### src/rtl/magia_pkg.sv
// Shared FractalSync sizing, level type and level-validity helper.
package magia_pkg;

    localparam int unsigned N_TILES      = 4;
    localparam int unsigned FSYNC_LVL    = 2;
    localparam int unsigned TILE_FSYNC_W = FSYNC_LVL;

    typedef logic [TILE_FSYNC_W-1:0] fsync_lvl_t;

    // A level is usable when it is one-hot and its group (2^(k+1) tiles) fits the mesh.
    function automatic logic fsync_lvl_valid(input fsync_lvl_t lvl, input int unsigned n_tiles);
        int unsigned n_set;
        logic        fits;
        n_set = 0;
        fits  = 1'b0;
        for (int unsigned k = 0; k < TILE_FSYNC_W; k++) begin
            if (lvl[k]) begin
                n_set++;
                fits = (k < FSYNC_LVL) && ((32'd2 << k) <= n_tiles);
            end
        end
        return (n_set == 32'd1) && fits;
    endfunction

endpackage

### src/rtl/magia_fsync_group_match.sv
// Combinational release detector: a waiting tile is done once its whole
// aligned group is waiting at the same level.
module magia_fsync_group_match
    import magia_pkg::*;
#(
    parameter int unsigned N_TILES      = magia_pkg::N_TILES,
    parameter int unsigned TILE_FSYNC_W = magia_pkg::TILE_FSYNC_W
) (
    input  logic [N_TILES-1:0]              pending_q,
    input  logic [N_TILES*TILE_FSYNC_W-1:0] lvl_q,
    output logic [N_TILES-1:0]              done_c
);

    int unsigned gmask;
    logic        match;

    always_comb begin
        done_c = '0;
        gmask  = 0;
        match  = 1'b0;
        for (int unsigned i = 0; i < N_TILES; i++) begin
            // Group size 2^(k+1) for one-hot level bit k; mask strips the in-group offset.
            gmask = 0;
            for (int unsigned k = 0; k < TILE_FSYNC_W; k++) begin
                if (lvl_q[i*TILE_FSYNC_W + k]) begin
                    gmask = (32'd2 << k) - 32'd1;
                end
            end
            match = pending_q[i];
            for (int unsigned j = 0; j < N_TILES; j++) begin
                if ((j & ~gmask) == (i & ~gmask)) begin
                    match = match & pending_q[j]
                          & (lvl_q[j*TILE_FSYNC_W +: TILE_FSYNC_W] == lvl_q[i*TILE_FSYNC_W +: TILE_FSYNC_W]);
                end
            end
            done_c[i] = match;
        end
    end

endmodule

### src/rtl/magia_fsync_barrier_resp.sv
// FractalSync responder: latches per-tile sync requests, releases aligned
// groups with a one-cycle ack, and flags protocol violations.
module magia_fsync_barrier_resp
    import magia_pkg::*;
#(
    parameter int unsigned N_TILES      = magia_pkg::N_TILES,
    parameter int unsigned FSYNC_LVL    = magia_pkg::FSYNC_LVL,
    parameter int unsigned TILE_FSYNC_W = magia_pkg::TILE_FSYNC_W
) (
    input  logic                              clk_i,
    input  logic                              rst_ni,
    input  logic [N_TILES-1:0]                sync_req_i,
    input  logic [N_TILES*TILE_FSYNC_W-1:0]   sync_lvl_i,
    output logic [N_TILES-1:0]                sync_ack_o,
    output logic                              busy_o,
    output logic                              err_o,
    output logic [$clog2(N_TILES)-1:0]        err_tile_o
);

    localparam int unsigned IDX_W = $clog2(N_TILES);

    if ((N_TILES < 2) || ((N_TILES & (N_TILES - 1)) != 0) || (TILE_FSYNC_W != FSYNC_LVL)) begin : g_bad_cfg
        $error("magia_fsync_barrier_resp: unsupported N_TILES/FSYNC_LVL/TILE_FSYNC_W");
    end

    logic [N_TILES-1:0]              pending_q, pending_d;
    logic [N_TILES*TILE_FSYNC_W-1:0] lvl_q, lvl_d;
    logic [N_TILES-1:0]              ack_q, ack_d;
    logic                            busy_q, busy_d;
    logic                            err_q, err_d;
    logic [IDX_W-1:0]                err_tile_q, err_tile_d;
    logic [N_TILES-1:0]              done_c;
    logic [N_TILES-1:0]              viol_c;

    magia_fsync_group_match #(
        .N_TILES      (N_TILES),
        .TILE_FSYNC_W (TILE_FSYNC_W)
    ) u_group_match (
        .pending_q (pending_q),
        .lvl_q     (lvl_q),
        .done_c    (done_c)
    );

    // Capture, release and error bookkeeping.
    always_comb begin
        pending_d  = pending_q & ~done_c;
        lvl_d      = lvl_q;
        ack_d      = done_c;
        viol_c     = '0;
        err_d      = err_q;
        err_tile_d = err_tile_q;
        for (int unsigned i = 0; i < N_TILES; i++) begin
            if (sync_req_i[i]) begin
                // A tile still waiting (even one being released this cycle) may not re-request.
                if (pending_q[i]
                    || !fsync_lvl_valid(fsync_lvl_t'(sync_lvl_i[i*TILE_FSYNC_W +: TILE_FSYNC_W]), N_TILES)) begin
                    viol_c[i] = 1'b1;
                end else begin
                    pending_d[i]                            = 1'b1;
                    lvl_d[i*TILE_FSYNC_W +: TILE_FSYNC_W]   = sync_lvl_i[i*TILE_FSYNC_W +: TILE_FSYNC_W];
                end
            end
        end
        busy_d = |pending_d;
        if (!err_q && (|viol_c)) begin
            err_d = 1'b1;
            for (int i = int'(N_TILES) - 1; i >= 0; i--) begin
                if (viol_c[i]) begin
                    err_tile_d = IDX_W'(i);
                end
            end
        end
    end

    always_ff @(posedge clk_i or negedge rst_ni) begin
        if (!rst_ni) begin
            pending_q  <= '0;
            lvl_q      <= '0;
            ack_q      <= '0;
            busy_q     <= 1'b0;
            err_q      <= 1'b0;
            err_tile_q <= '0;
        end else begin
            pending_q  <= pending_d;
            lvl_q      <= lvl_d;
            ack_q      <= ack_d;
            busy_q     <= busy_d;
            err_q      <= err_d;
            err_tile_q <= err_tile_d;
        end
    end

    assign sync_ack_o = ack_q;
    assign busy_o     = busy_q;
    assign err_o      = err_q;
    assign err_tile_o = err_tile_q;

endmodule

### config.mk
export PLATFORM = sky130hd
export DESIGN_NAME = magia_fsync_barrier_resp
export DESIGN_NICKNAME = d
export VERILOG_FILES = /design/src/rtl/magia_pkg.sv /design/src/rtl/magia_fsync_group_match.sv /design/src/rtl/magia_fsync_barrier_resp.sv
export SDC_FILE = /design/constraint.sdc
export NUM_CORES = 1
export LEC_CHECK = 0
export CAP_MARGIN = 0
export CORE_MARGIN = 1
export CORE_UTILIZATION = 45
export CTS_CLUSTER_DIAMETER = 60
export DETAILED_ROUTE_END_ITERATION = 8
export PLACE_DENSITY = 0.74
export SLEW_MARGIN = 0
export SYNTH_ARGS = -nofsm -noshare
export SYNTH_HDL_FRONTEND = slang
export SYNTH_HIERARCHICAL = 1
export SYNTH_SLANG_ARGS = --single-unit
### constraint.sdc
create_clock -name clk_i -period 1.9 [get_ports clk_i]
set_input_delay 0.57 -clock clk_i [delete_from_list [all_inputs] [get_ports clk_i]]
set_output_delay 0.57 -clock clk_i [all_outputs]
set_load 0.05 [all_outputs]
==> impl_metrics.tcl <==
set metrics [dict create \
    startpoint_type "flip-flop" \
    cp_max_fo 3 \
    vias_per_cell 5.65 \
    cts.reportedPaths.clkPinSlew_ns 0.13 \
    violations "negative setup slack" \
    drtAntennaViolNets 0 \
    grtUsageTotal_pct 26.3 \
    reg2regPathDepth 7 \
    antenna_found_initial 0 \
    clk_path_buf_depth 2 \
    drc_errors 0 \
    p_leak_nw 0.736 \
    fin_ws_ns -0.226 \
    crit_chain "buf_6 -> xnor2_2 -> nand4_1 -> or3_4 -> o21ai_4 -> o22ai_2 -> or4_1" \
    clock_power_share_pct 16.1 \
    yosysWarnings 6 \
    setup_viol 1 \
    drt_pass1_iterations 4 \
    cts.sinks 20 \
    relSlewSlack_pct 80.3 \
    avgSynthCellArea_sq_um 8.66 \
    drt_iter0_markers 46 \
    critPathKind "flip-flop to flip-flop" \
    numCtsBuffers 3 \
    synthesis.nets 142 \
    syn_inst 128 \
    finClkSkew_ns 0.0113 \
    regToRegStartpoint "lvl_q[6]" \
    overflow 0 \
    drive_gt1_share_pct 29.7 \
    post-route-period-util_pct 112 \
    final_nets 197 \
    cp-end-kind "flip-flop" \
    htreeDepth 1 \
    fmax_ghz 0.470 \
    synth_top_area_share_pct 45.1 \
    peakVddDrop_uv 971 \
    start_util_pct 48.7 \
    die_w_microns 51.6 \
    status "finished, violations left" \
    crit_arrival_ns 2.31 \
    std_cell_rows 17 \
    wl_mm 3.15 \
    grt_pass1_wl_mm 5.11 \
    syn-cell-area_sq_um 1110 \
    cp_num_buf_inv 1 \
    yosysSeqAreaShare_pct 45.1 \
    hold_path_class "flip-flop to flip-flop" \
    pwr-share-seq_pct 29.3 \
    synth_cell_types 31 \
    power.switching_mw 0.927 \
    area_delta_synth_final_pct 50.0 \
    power_density_nw_per_um2 1350 \
    die-area_sq_um 2670 \
    clock_latency_ns 0.31 \
    fin_crit_ns 2.13 \
    crit-reg2reg-capture "busy_o" \
    core_area_sq_um 2280 \
    min_from "err_tile_o[1]" \
    synth_seq_cells 20 \
    grt_max_degree 21 \
    utilization_pct 73.1 \
    hold_buffers 0 \
    maxCapViolations 0 \
    p_comb_share_pct 54.6 \
    gp_congestion 0.887 \
    crit_required_ns 2.08 \
    cp_slowest_cell "or4_1" \
    critPathTopFamily "simple AND/OR/NAND/NOR gates" \
    portBuffers 21 \
    place_ws_ns -0.198 \
    reg2reg_slack_ns -0.23 \
    tightestPinTransition_ns 0.295 \
    hold_end "err_tile_o[1]" \
    total_power_mw 2.24 \
    vias 1186 \
    hold_path_depth 1 \
    synth_area_leaders "dfrtp_1 45%, o21ai_0 6.3%, a21oi_1 5.4%" \
    io_pins 22 \
    swShare_pct 41.3 \
    rsz0062_at_grt "yes" \
    wl_per_cell_microns 15.0 \
    antennaDiodeCount 0 \
    cts_tree "done" \
    die_height_microns 51.6 \
    cpPeakStageDelay_ns 0.54 \
    cts_root_buf "clkbuf_4" \
    hold_viol_final 0 \
    synth_top_area_cell "dfrtp_1" \
    n_fill_cell 164 \
    p_int_mw 1.32 \
    slew_violations 0 \
    place_hpwl_mm 2.31 \
    grt_pass1_vias 1109 \
]
## how the worst max path moves through the flow
stage / from / end / slack (ns) / cells after the start
final: lvl_q[6] / busy_o / -0.23 / 7
after global routing: lvl_q[6] / busy_o / -0.30 / 7
after CTS: lvl_q[6] / busy_o / -0.18 / 7
after detailed placement: sync_lvl_i[3] / busy_o / -0.20 / 4
after global placement: sync_lvl_i[3] / busy_o / -0.17 / 4
after floorplan: lvl_q[3] / busy_o / -0.12 / 6
## synthesized netlist by cell type
library cell,count
buf_4,1
o21ba_1,1
o22ai_1,5
inv_1,4
or3b_1,1
a221o_1,1
dfrtp_1,20
nand2_1,9
nor2_1,13
nand3_1,4
nand2b_1,6
a31oi_1,1
nor2b_1,6
or4_1,1
nor3_1,2
o221a_2,1
nand4_1,2
clkbuf_1,1
and3_1,2
or3_1,3
o21ai_1,4
and3_2,1
buf_6,1
and2_1,1
or2_1,1
nand3b_1,2
xnor2_1,6
o211ai_1,1
a21oi_1,12
o21ai_2,1
o21ai_0,14
## worst register-to-register path, stage by stage (launching register included)
cell	delay (ns)
dfrtp_1	0.43
buf_6	0.14
xnor2_2	0.13
nand4_1	0.17
or3_4	0.42
o21ai_4	0.07
o22ai_2	0.10
or4_1	0.54
## layout make-up
class	instances	area, sq um	share of cell area (%)
multi-input combinational	101	613	36.9
sequential	20	500	30.1
timing repair buffer	53	447	26.9
tap	28	35.0	2.11
clock inverter	1	30.0	1.81
clock buffer	3	22.5	1.35
inverter	4	15.0	0.903
## per-stage QoR
step / setup TNS (ns) / hold WS (ns) / cells / instance area, sq um
final: -0.226 / 0.523 / 210 / 1660
after global routing: -0.300 / 0.568 / 210 / 1660
after CTS: -0.182 / 0.526 / 210 / 1640
after detailed placement: -0.368 / 0.494 / 204 / 1550
after global placement: -0.280 / 0.494 / 204 / 1550
after floorplan: -0.116 / 0.274 / 128 / 1110
## flip-flops by register name (all words and copies together), names as in the netlist
signal and cells:
err_o 1, busy_o 1, err_tile_o 2, lvl_q 8
pending_q 4, sync_ack_o 4
## power groups by stage
stage | combinational, mW | sequential (mW) | clock [mW]
floorplan | 0.417 | 0.887 | 0
global placement | 1.09 | 0.656 | 0
detailed placement | 1.11 | 0.664 | 0
CTS | 1.18 | 0.656 | 0.356
global route | 1.32 | 0.674 | 0.378
finish | 1.22 | 0.658 | 0.361
## kinds of logic (layout without fill, tap and decap cells)
| family | Yosys count | count (layout) | share of synthesized area (%) |
|---|---|---|---|
| simple gates | 54 | 54 | 25.5 |
| compound gates | 41 | 41 | 21.2 |
| flops | 20 | 20 | 45.1 |
| buf+inv | 7 | 61 | 3.39 |
| xor+xnor | 6 | 6 | 4.74 |
## per-layer routing
layer | global-route usage, % | routed length (microns) | share of wire [%]
met3 | 4.39 | 191 | 6.1
met1 | 33.5 | 1290 | 41
met4 | 9.46 | 72 | 2.3
met5 | 0 | 0 | 0
met2 | 44.6 | 1600 | 51
## layout by cell type, fill, tap and decap left out, types with 2 or more instances in the layout
cell type	synthesis	final
a21oi_1	12	11
and3_1	2	2
buf_4	1	38
clkbuf_4	0	3
clkdlybuf4s50_1	0	13
dfrtp_1	20	20
inv_1	4	4
nand2_1	9	9
nand2b_1	6	6
nand3_1	4	4
nand3b_1	2	2
nand4_1	2	2
nor2_1	13	13
nor2b_1	6	6
o21ai_0	14	14
o21ai_1	4	2
o21ai_2	1	2
o22ai_1	5	4
or3_1	3	2
xnor2_1	6	5
## timing repair
item,in CTS,in global routing
resized for setup,6,3
buffers inserted,2,0
pin swaps,7,3
setup endpoints to repair,1,1
No activity file was read; power rests on OpenSTA's default activity.
